--- src/rtl/io_hub.sv ---
// io_hub : I/O-region decoder and read-data/ack concentrator for the RISC5 CPU bus.
//
// Purpose
//   Decodes a 2^IO_SPAN_LOG2-word I/O window into N_DEV device slots of
//   2^DEV_SHIFT words each, and muxes the selected device's read data and ack
//   back to the CPU with zero added latency. The last word of the window is
//   an internal error-status register (STAT). Every device access is watched
//   by a timeout counter. Unmapped slots and timeouts are answered by the hub
//   itself and logged in STAT.
//
// Optional build macro
//   IO_HUB_ERR_IRQ_EN : adds output err_irq, a sticky error flag that is
//                       cleared by any write to STAT.
//
// Ports
//   clk       in   system clock
//   rst_n     in   synchronous active-low reset
//   bus_stb   in   CPU bus strobe
//   bus_we    in   CPU write enable
//   bus_addr  in   CPU word address [ADDR_W-1:0]
//   bus_din   out  read data to CPU [31:0]
//   bus_ack   out  acknowledge to CPU
//   dev_stb   out  one-hot device strobes [N_DEV-1:0]
//   dev_dout  in   device read data, slot i at [32i+31:32i]
//   dev_ack   in   device acknowledges [N_DEV-1:0]
//   hit       out  access falls inside the I/O window
//   err_irq   out  sticky error flag (only with IO_HUB_ERR_IRQ_EN)
module io_hub #(
  parameter int unsigned       ADDR_W       = 22,
  parameter logic [ADDR_W-1:0] IO_BASE      = 22'h3FFFF0,
  parameter int unsigned       IO_SPAN_LOG2 = 4,
  parameter int unsigned       DEV_SHIFT    = 0,
  parameter int unsigned       N_DEV        = 8,
  parameter int unsigned       TMO          = 255
) (
  input  logic                clk,
  input  logic                rst_n,
  input  logic                bus_stb,
  input  logic                bus_we,
  input  logic [ADDR_W-1:0]   bus_addr,
  output logic [31:0]         bus_din,
  output logic                bus_ack,
  output logic [N_DEV-1:0]    dev_stb,
  input  logic [32*N_DEV-1:0] dev_dout,
  input  logic [N_DEV-1:0]    dev_ack,
  output logic                hit
`ifdef IO_HUB_ERR_IRQ_EN
  ,
  output logic                err_irq
`endif
);

  localparam logic [15:0] TMO_V         = 16'(TMO);
  localparam logic [1:0]  CAUSE_TIMEOUT = 2'b01;
  localparam logic [1:0]  CAUSE_UNMAP   = 2'b10;

  typedef enum logic [1:0] {
    IDLE,
    WAIT,
    IACK,
    TACK
  } state_e;

  state_e state_q, state_d;
  logic [15:0] tcnt_q, tcnt_d;
  logic [15:0] err_cnt_q, err_cnt_d;
  logic [1:0]  cause_q, cause_d;
  logic [7:0]  last_off_q, last_off_d;
  logic        err_irq_q, err_irq_d;

  logic [IO_SPAN_LOG2-1:0] off;
  logic [IO_SPAN_LOG2-1:0] idx;
  logic        is_stat;
  logic        mapped;
  logic [31:0] sel_dout;
  logic        sel_ack;
  logic [31:0] stat_val;
  logic        rec_err;
  logic [1:0]  rec_cause;
  logic        clr;

  // Address decode and read-path selection; purely combinational so a
  // zero-wait device is answered in the same cycle as the strobe.
  always_comb begin
    off      = bus_addr[IO_SPAN_LOG2-1:0];
    idx      = off >> DEV_SHIFT;
    hit      = bus_stb && (bus_addr[ADDR_W-1:IO_SPAN_LOG2] == IO_BASE[ADDR_W-1:IO_SPAN_LOG2]);
    is_stat  = (off == '1);
    mapped   = !is_stat && (32'(idx) < N_DEV);
    sel_dout = 32'h0;
    sel_ack  = 1'b0;
    dev_stb  = '0;
    for (int unsigned i = 0; i < N_DEV; i++) begin
      if (32'(idx) == i) begin
        sel_dout   = dev_dout[32*i +: 32];
        sel_ack    = dev_ack[i];
        dev_stb[i] = hit && mapped;
      end
    end
    stat_val = {err_cnt_q, cause_q, 6'b0, last_off_q};
  end

  // Access FSM: next state, watchdog count, error events and the bus
  // response. Hub-generated acks (IACK/TACK) override the device path.
  always_comb begin
    state_d   = state_q;
    tcnt_d    = tcnt_q;
    rec_err   = 1'b0;
    rec_cause = 2'b00;
    clr       = 1'b0;
    bus_ack   = 1'b0;
    bus_din   = 32'h0;
    if (hit && mapped) begin
      bus_ack = sel_ack;
      bus_din = sel_dout;
    end
    case (state_q)
      IDLE: begin
        if (hit) begin
          if (is_stat) begin
            state_d = IACK;
            clr     = bus_we;
          end else if (!mapped) begin
            state_d   = IACK;
            rec_err   = 1'b1;
            rec_cause = CAUSE_UNMAP;
          end else if (!sel_ack) begin
            state_d = WAIT;
            tcnt_d  = 16'd1;
          end
        end
      end
      WAIT: begin
        // Device ack is checked before the limit so a reply arriving in the
        // last allowed cycle still wins over the timeout.
        if (!bus_stb) begin
          state_d = IDLE;
        end else if (sel_ack) begin
          state_d = IDLE;
        end else if (tcnt_q == TMO_V) begin
          state_d   = TACK;
          rec_err   = 1'b1;
          rec_cause = CAUSE_TIMEOUT;
        end else begin
          tcnt_d = tcnt_q + 16'd1;
        end
      end
      IACK: begin
        bus_ack = hit;
        bus_din = (hit && is_stat && !bus_we) ? stat_val : 32'h0;
        state_d = IDLE;
      end
      TACK: begin
        bus_ack = hit;
        bus_din = hit ? 32'hFFFF_FFFF : 32'h0;
        state_d = IDLE;
      end
      default: state_d = IDLE;
    endcase
    // A reset arriving mid-access must not let a device ack through.
    if (!rst_n) begin
      bus_ack = 1'b0;
    end
  end

  // Error log update; a STAT write clears everything and beats a
  // simultaneous error record.
  always_comb begin
    err_cnt_d  = err_cnt_q;
    cause_d    = cause_q;
    last_off_d = last_off_q;
    err_irq_d  = err_irq_q;
    if (clr) begin
      err_cnt_d  = 16'h0;
      cause_d    = 2'b00;
      last_off_d = 8'h0;
      err_irq_d  = 1'b0;
    end else if (rec_err) begin
      err_cnt_d  = (err_cnt_q == 16'hFFFF) ? err_cnt_q : err_cnt_q + 16'd1;
      cause_d    = rec_cause;
      last_off_d = 8'(off);
      err_irq_d  = 1'b1;
    end
  end

  always_ff @(posedge clk) begin
    if (!rst_n) begin
      state_q    <= IDLE;
      tcnt_q     <= 16'h0;
      err_cnt_q  <= 16'h0;
      cause_q    <= 2'b00;
      last_off_q <= 8'h0;
      err_irq_q  <= 1'b0;
    end else begin
      state_q    <= state_d;
      tcnt_q     <= tcnt_d;
      err_cnt_q  <= err_cnt_d;
      cause_q    <= cause_d;
      last_off_q <= last_off_d;
      err_irq_q  <= err_irq_d;
    end
  end

`ifdef IO_HUB_ERR_IRQ_EN
  assign err_irq = err_irq_q;
`endif

endmodule

--- config.mk ---
export PLATFORM = sky130hd
export DESIGN_NAME = io_hub
export DESIGN_NICKNAME = d
export VERILOG_FILES = /design/src/rtl/io_hub.sv
export SDC_FILE = /design/constraint.sdc
export NUM_CORES = 1
export LEC_CHECK = 0
export ABC_AREA = 1
export CELL_PAD_IN_SITES_DETAIL_PLACEMENT = 0
export CELL_PAD_IN_SITES_GLOBAL_PLACEMENT = 2
export CORE_MARGIN = 1
export CORE_UTILIZATION = 16
export DETAILED_ROUTE_END_ITERATION = 10
export HOLD_SLACK_MARGIN = 0.1
export MAX_ROUTING_LAYER = met4
export PLACE_DENSITY_LB_ADDON = 0.3
export SETUP_SLACK_MARGIN = 0.15
export SYNTH_ARGS = -nofsm -noshare
export SYNTH_HDL_FRONTEND = slang
export SYNTH_SLANG_ARGS = --single-unit
export TNS_END_PERCENT = 1
--- constraint.sdc ---
create_clock -name clk -period 3.1 [get_ports clk]
set_clock_uncertainty 0.05 [all_clocks]
set_input_delay 0.775 -clock clk [delete_from_list [all_inputs] [get_ports clk]]
set_output_delay 0.775 -clock clk [all_outputs]
set_load 0.05 [all_outputs]
==> results <==
worst max path at each step:
stage	from	endpoint	slack [ps]	cells past startpoint
floorplan	bus_addr[18]	bus_din[0]	-450	8
CTS	bus_addr[0]	bus_din[17]	-180	15
global placement	bus_addr[0]	bus_din[31]	-760	13
detailed placement	bus_addr[0]	bus_din[31]	-810	13
finish	bus_addr[1]	bus_din[30]	-150	14
global route	bus_addr[1]	bus_din[15]	-280	15
cell type report:
type	instances	area [µm²]	share of cell area
Tap cell	390	488.0	0.04648
Antenna cell	7	17.52	0.001669
Inverter	55	229.0	0.02181
Clock buffer	7	152.6	0.01454
Multi-Input combinational cell	678	3954	0.3766
Timing Repair Buffer	425	4826	0.4597
Clock inverter	1	30.03	0.002861
Sequential cell	40	800.8	0.07628
repair_timing:
item	in CTS	in global routing
gates resized for setup	200	18
endpoints found under the setup margin	58	41
cloned	8	0
pin swaps	56	27
buffers inserted	13	1
cell families (layout without fill, tap and decap cells):
| group | after synthesis | in the layout |
|---|---|---|
| DFF | 40 | 40 |
| other | 0 | 7 |
| xor gates and xnor gates | 25 | 25 |
| adders and majority gates | 2 | 2 |
| AOI/OAI and AO/OA | 168 | 168 |
| and+or+nand+nor | 483 | 483 |
| buffers and inverters | 112 | 488 |
metrics by stage:
stage	TNS, ps	cells	hold WS [ps]	utilization
floorplan	-10130	830	389.2	-
global placement	-27080	1566	399.6	0.3211
detailed placement	-27920	1566	406.1	0.3211
CTS	-3531	1595	416.0	0.3506
global route	-6766	1602	441.2	0.3541
finish	-3105	1603	411.2	0.3542
cells in the mapped netlist, types with 7 or more instances:
cell type	instances	area share
nand3_1	174	0.18
buf_2	9	0.0093
nor4_1	8	0.010
a211oi_1	8	0.012
a221oi_1	28	0.051
xor2_1	20	0.036
nand2_1	187	0.15
o211ai_1	24	0.037
o21ai_1	7	0.0073
nand2_2	11	0.014
a21oi_1	67	0.069
clkbuf_1	38	0.030
inv_2	11	0.0085
dfxtp_1	40	0.17
o21ai_0	31	0.032
inv_1	41	0.032
nor3_1	14	0.015
nand4_1	29	0.038
nor2_1	43	0.033
cells in the final DEF (no fill, tap or decap), types with 24 or more instances in the layout:
cell type,n
a21oi_1,65
buf_12,60
buf_4,60
clkdlybuf4s50_1,266
dfxtp_1,40
inv_1,36
nand2_1,186
nand3_1,170
nand4_1,29
nor2_1,37
o211ai_1,24
critical path: stages:
cell	delay (ps)
buf_8	100
buf_6	110
buf_4	140
nor2_4	130
buf_4	130
nand2_2	60
inv_2	90
buf_12	140
buf_8	130
nand2_1	50
nand4_1	130
o211ai_1	130
nand3_1	140
buf_12	150
sequential cells by signal, indices dropped and copies added, names as in the netlist:
register / cells
err_cnt_q: 16
state_q: 2
tcnt_q: 16
cause_q: 2
last_off_q: 4
report_power, final:
part / leakage (µW) / total (µW) / switching, µW / internal (µW)
logic: 0.00360 / 736 / 281 / 455
clock network: 0.0000902 / 648 / 223 / 425
registers: 0.000322 / 514 / 0.000272 / 514
total: 0.00401 / 1900 / 504 / 1390
routing by layer:
layer	vias up	track usage	wire (µm)
met5	-	-	0
met4	0	0.05761	605
met3	27	0.03550	1844
met2	231	0.3445	15680
met1	3381	0.2383	12960
li1	3690	-	-
==> results.toml <==
[status]
outcome = "finished with violations"
violations = "setup timing"

[timing]
timing_hold_violations_final = 0
slew_viol_final = 0
finalCriticalPeriod_ps = 3250
layout_worst_path_cycle_share = 1.048
timing_worst_slew_pin_value_ps = 422.7
grt_setup_unrepaired = "yes"
fin_ws_ps = -149.9
finalSetupViolCount = 32
timing.max_slew.rel_slack = 0.7156
achievable-frequency_ghz = 0.3077

[finish]
area_growth_pct = 117.3
final.fill_count = 3204
post-route-cell-area_um2 = 10500
layout_cells_sized_above_1 = 0.2206
layout.nets = 1497

[power_and_ir_drop]
peakVddDrop_mv = 0.1663
leakage_uw = 0.004009
power_uw = 1897
powerDensity_nw_per_um2 = 180.7

[placement]
placedInstanceArea_um2 = 9518
dp_worst_setup_slack_ps = -805.2
buffer_ports.inserted = 331
finalWeightedCongestion = 0.9414
dpl.hpwl_mm = 24.78

[global_route]
grt_first_pass_wirelength_mm = 45.84
grt_overflow_total = 0
global_route.usage.total = 0.2008
grt_antenna_before_repair = 6
grt_pass1_vias = 7118
grt_max_degree = 34

[worst_setup_path]
arrival_ps = 2420
crit-reg2reg-launch = "tcnt_q[0]"
cp_max_fanout = 12
worstReg2RegEnd = "tcnt_q[1]"
r2r.worst_path.cells = 14
cp-end-kind = "output pin"
crit_path_launch_type = "input port"
timing.setup.critical_path_class = "in2out"
setup.reg_to_reg.worst_slack_ps = 850
cp_data_required_time_ps = 2270

[cts]
cts_hold_buffers = 0
ctsHtreeMaxLevel = 2
tritoncts = "built"
clk-insertion-delay-late_ps = 290
clock_tree.root_cell = "clkbuf_16"
clock_sink_count = 40
cts_inserted_buffers = 5
clk_pin_slew_ps = 60
clock_path_buffers = 2

[synthesis]
main_combinational_cell_family_by_area_after_synthesis = "simple AND/OR/NAND/NOR gates"
synth_simple_gate_area_frac = 0.4729
netlist-cell-type-count = 38
synth_area_per_cell_um2 = 5.820
synth-adder-area-share = 0.005180
yosys_warnings = 0
post_synth_inst_count = 830
synth_sequential_area_ratio = 0.1658
synth-async-reset-ratio = 0
mux_share_of_post_synthesis_cell_area = 0
synth_seq_cells = 40
syn_nets = 1122
synth_xor_xnor_area_share = 0.04533
dominantRegCellSynth = "dfxtp_1"
synthesis.area_um2 = 4831
number_of_flops_mapped_to_enable_cells_by_yosys = 0
synth_compound_gate_area_share = 0.2147

[route]
totalWireLength_mm = 31.09
remaining_drc_errors = 0
detailedRoute.firstIterationViolations = 504
drt-wirelength-per-cell_um = 19.40
drt-vias-per-instance = 4.572
detailroute.via_count = 7329
pre_repair_dr_iteration_count = 5
route.antenna.remaining_nets = 0

[worst_hold_path]
min_path_type = "reg2reg"
min-delay-start = "tcnt_q[5]"
timing.hold.worst_path_depth = 2
worstHoldEndpoint = "tcnt_q[5]"

[floorplan]
die_area_um2 = 30890
floorplan.core_area_um2 = 29640
die_x_um = 175.8
floorplan.initialDensity = 0.1630
core.rowCount = 63
vertical_extent_of_the_die_um = 175.8
ios = 332

[run]
max_cap_viol_count = 0
No activity file was read; power rests on OpenSTA's default activity.
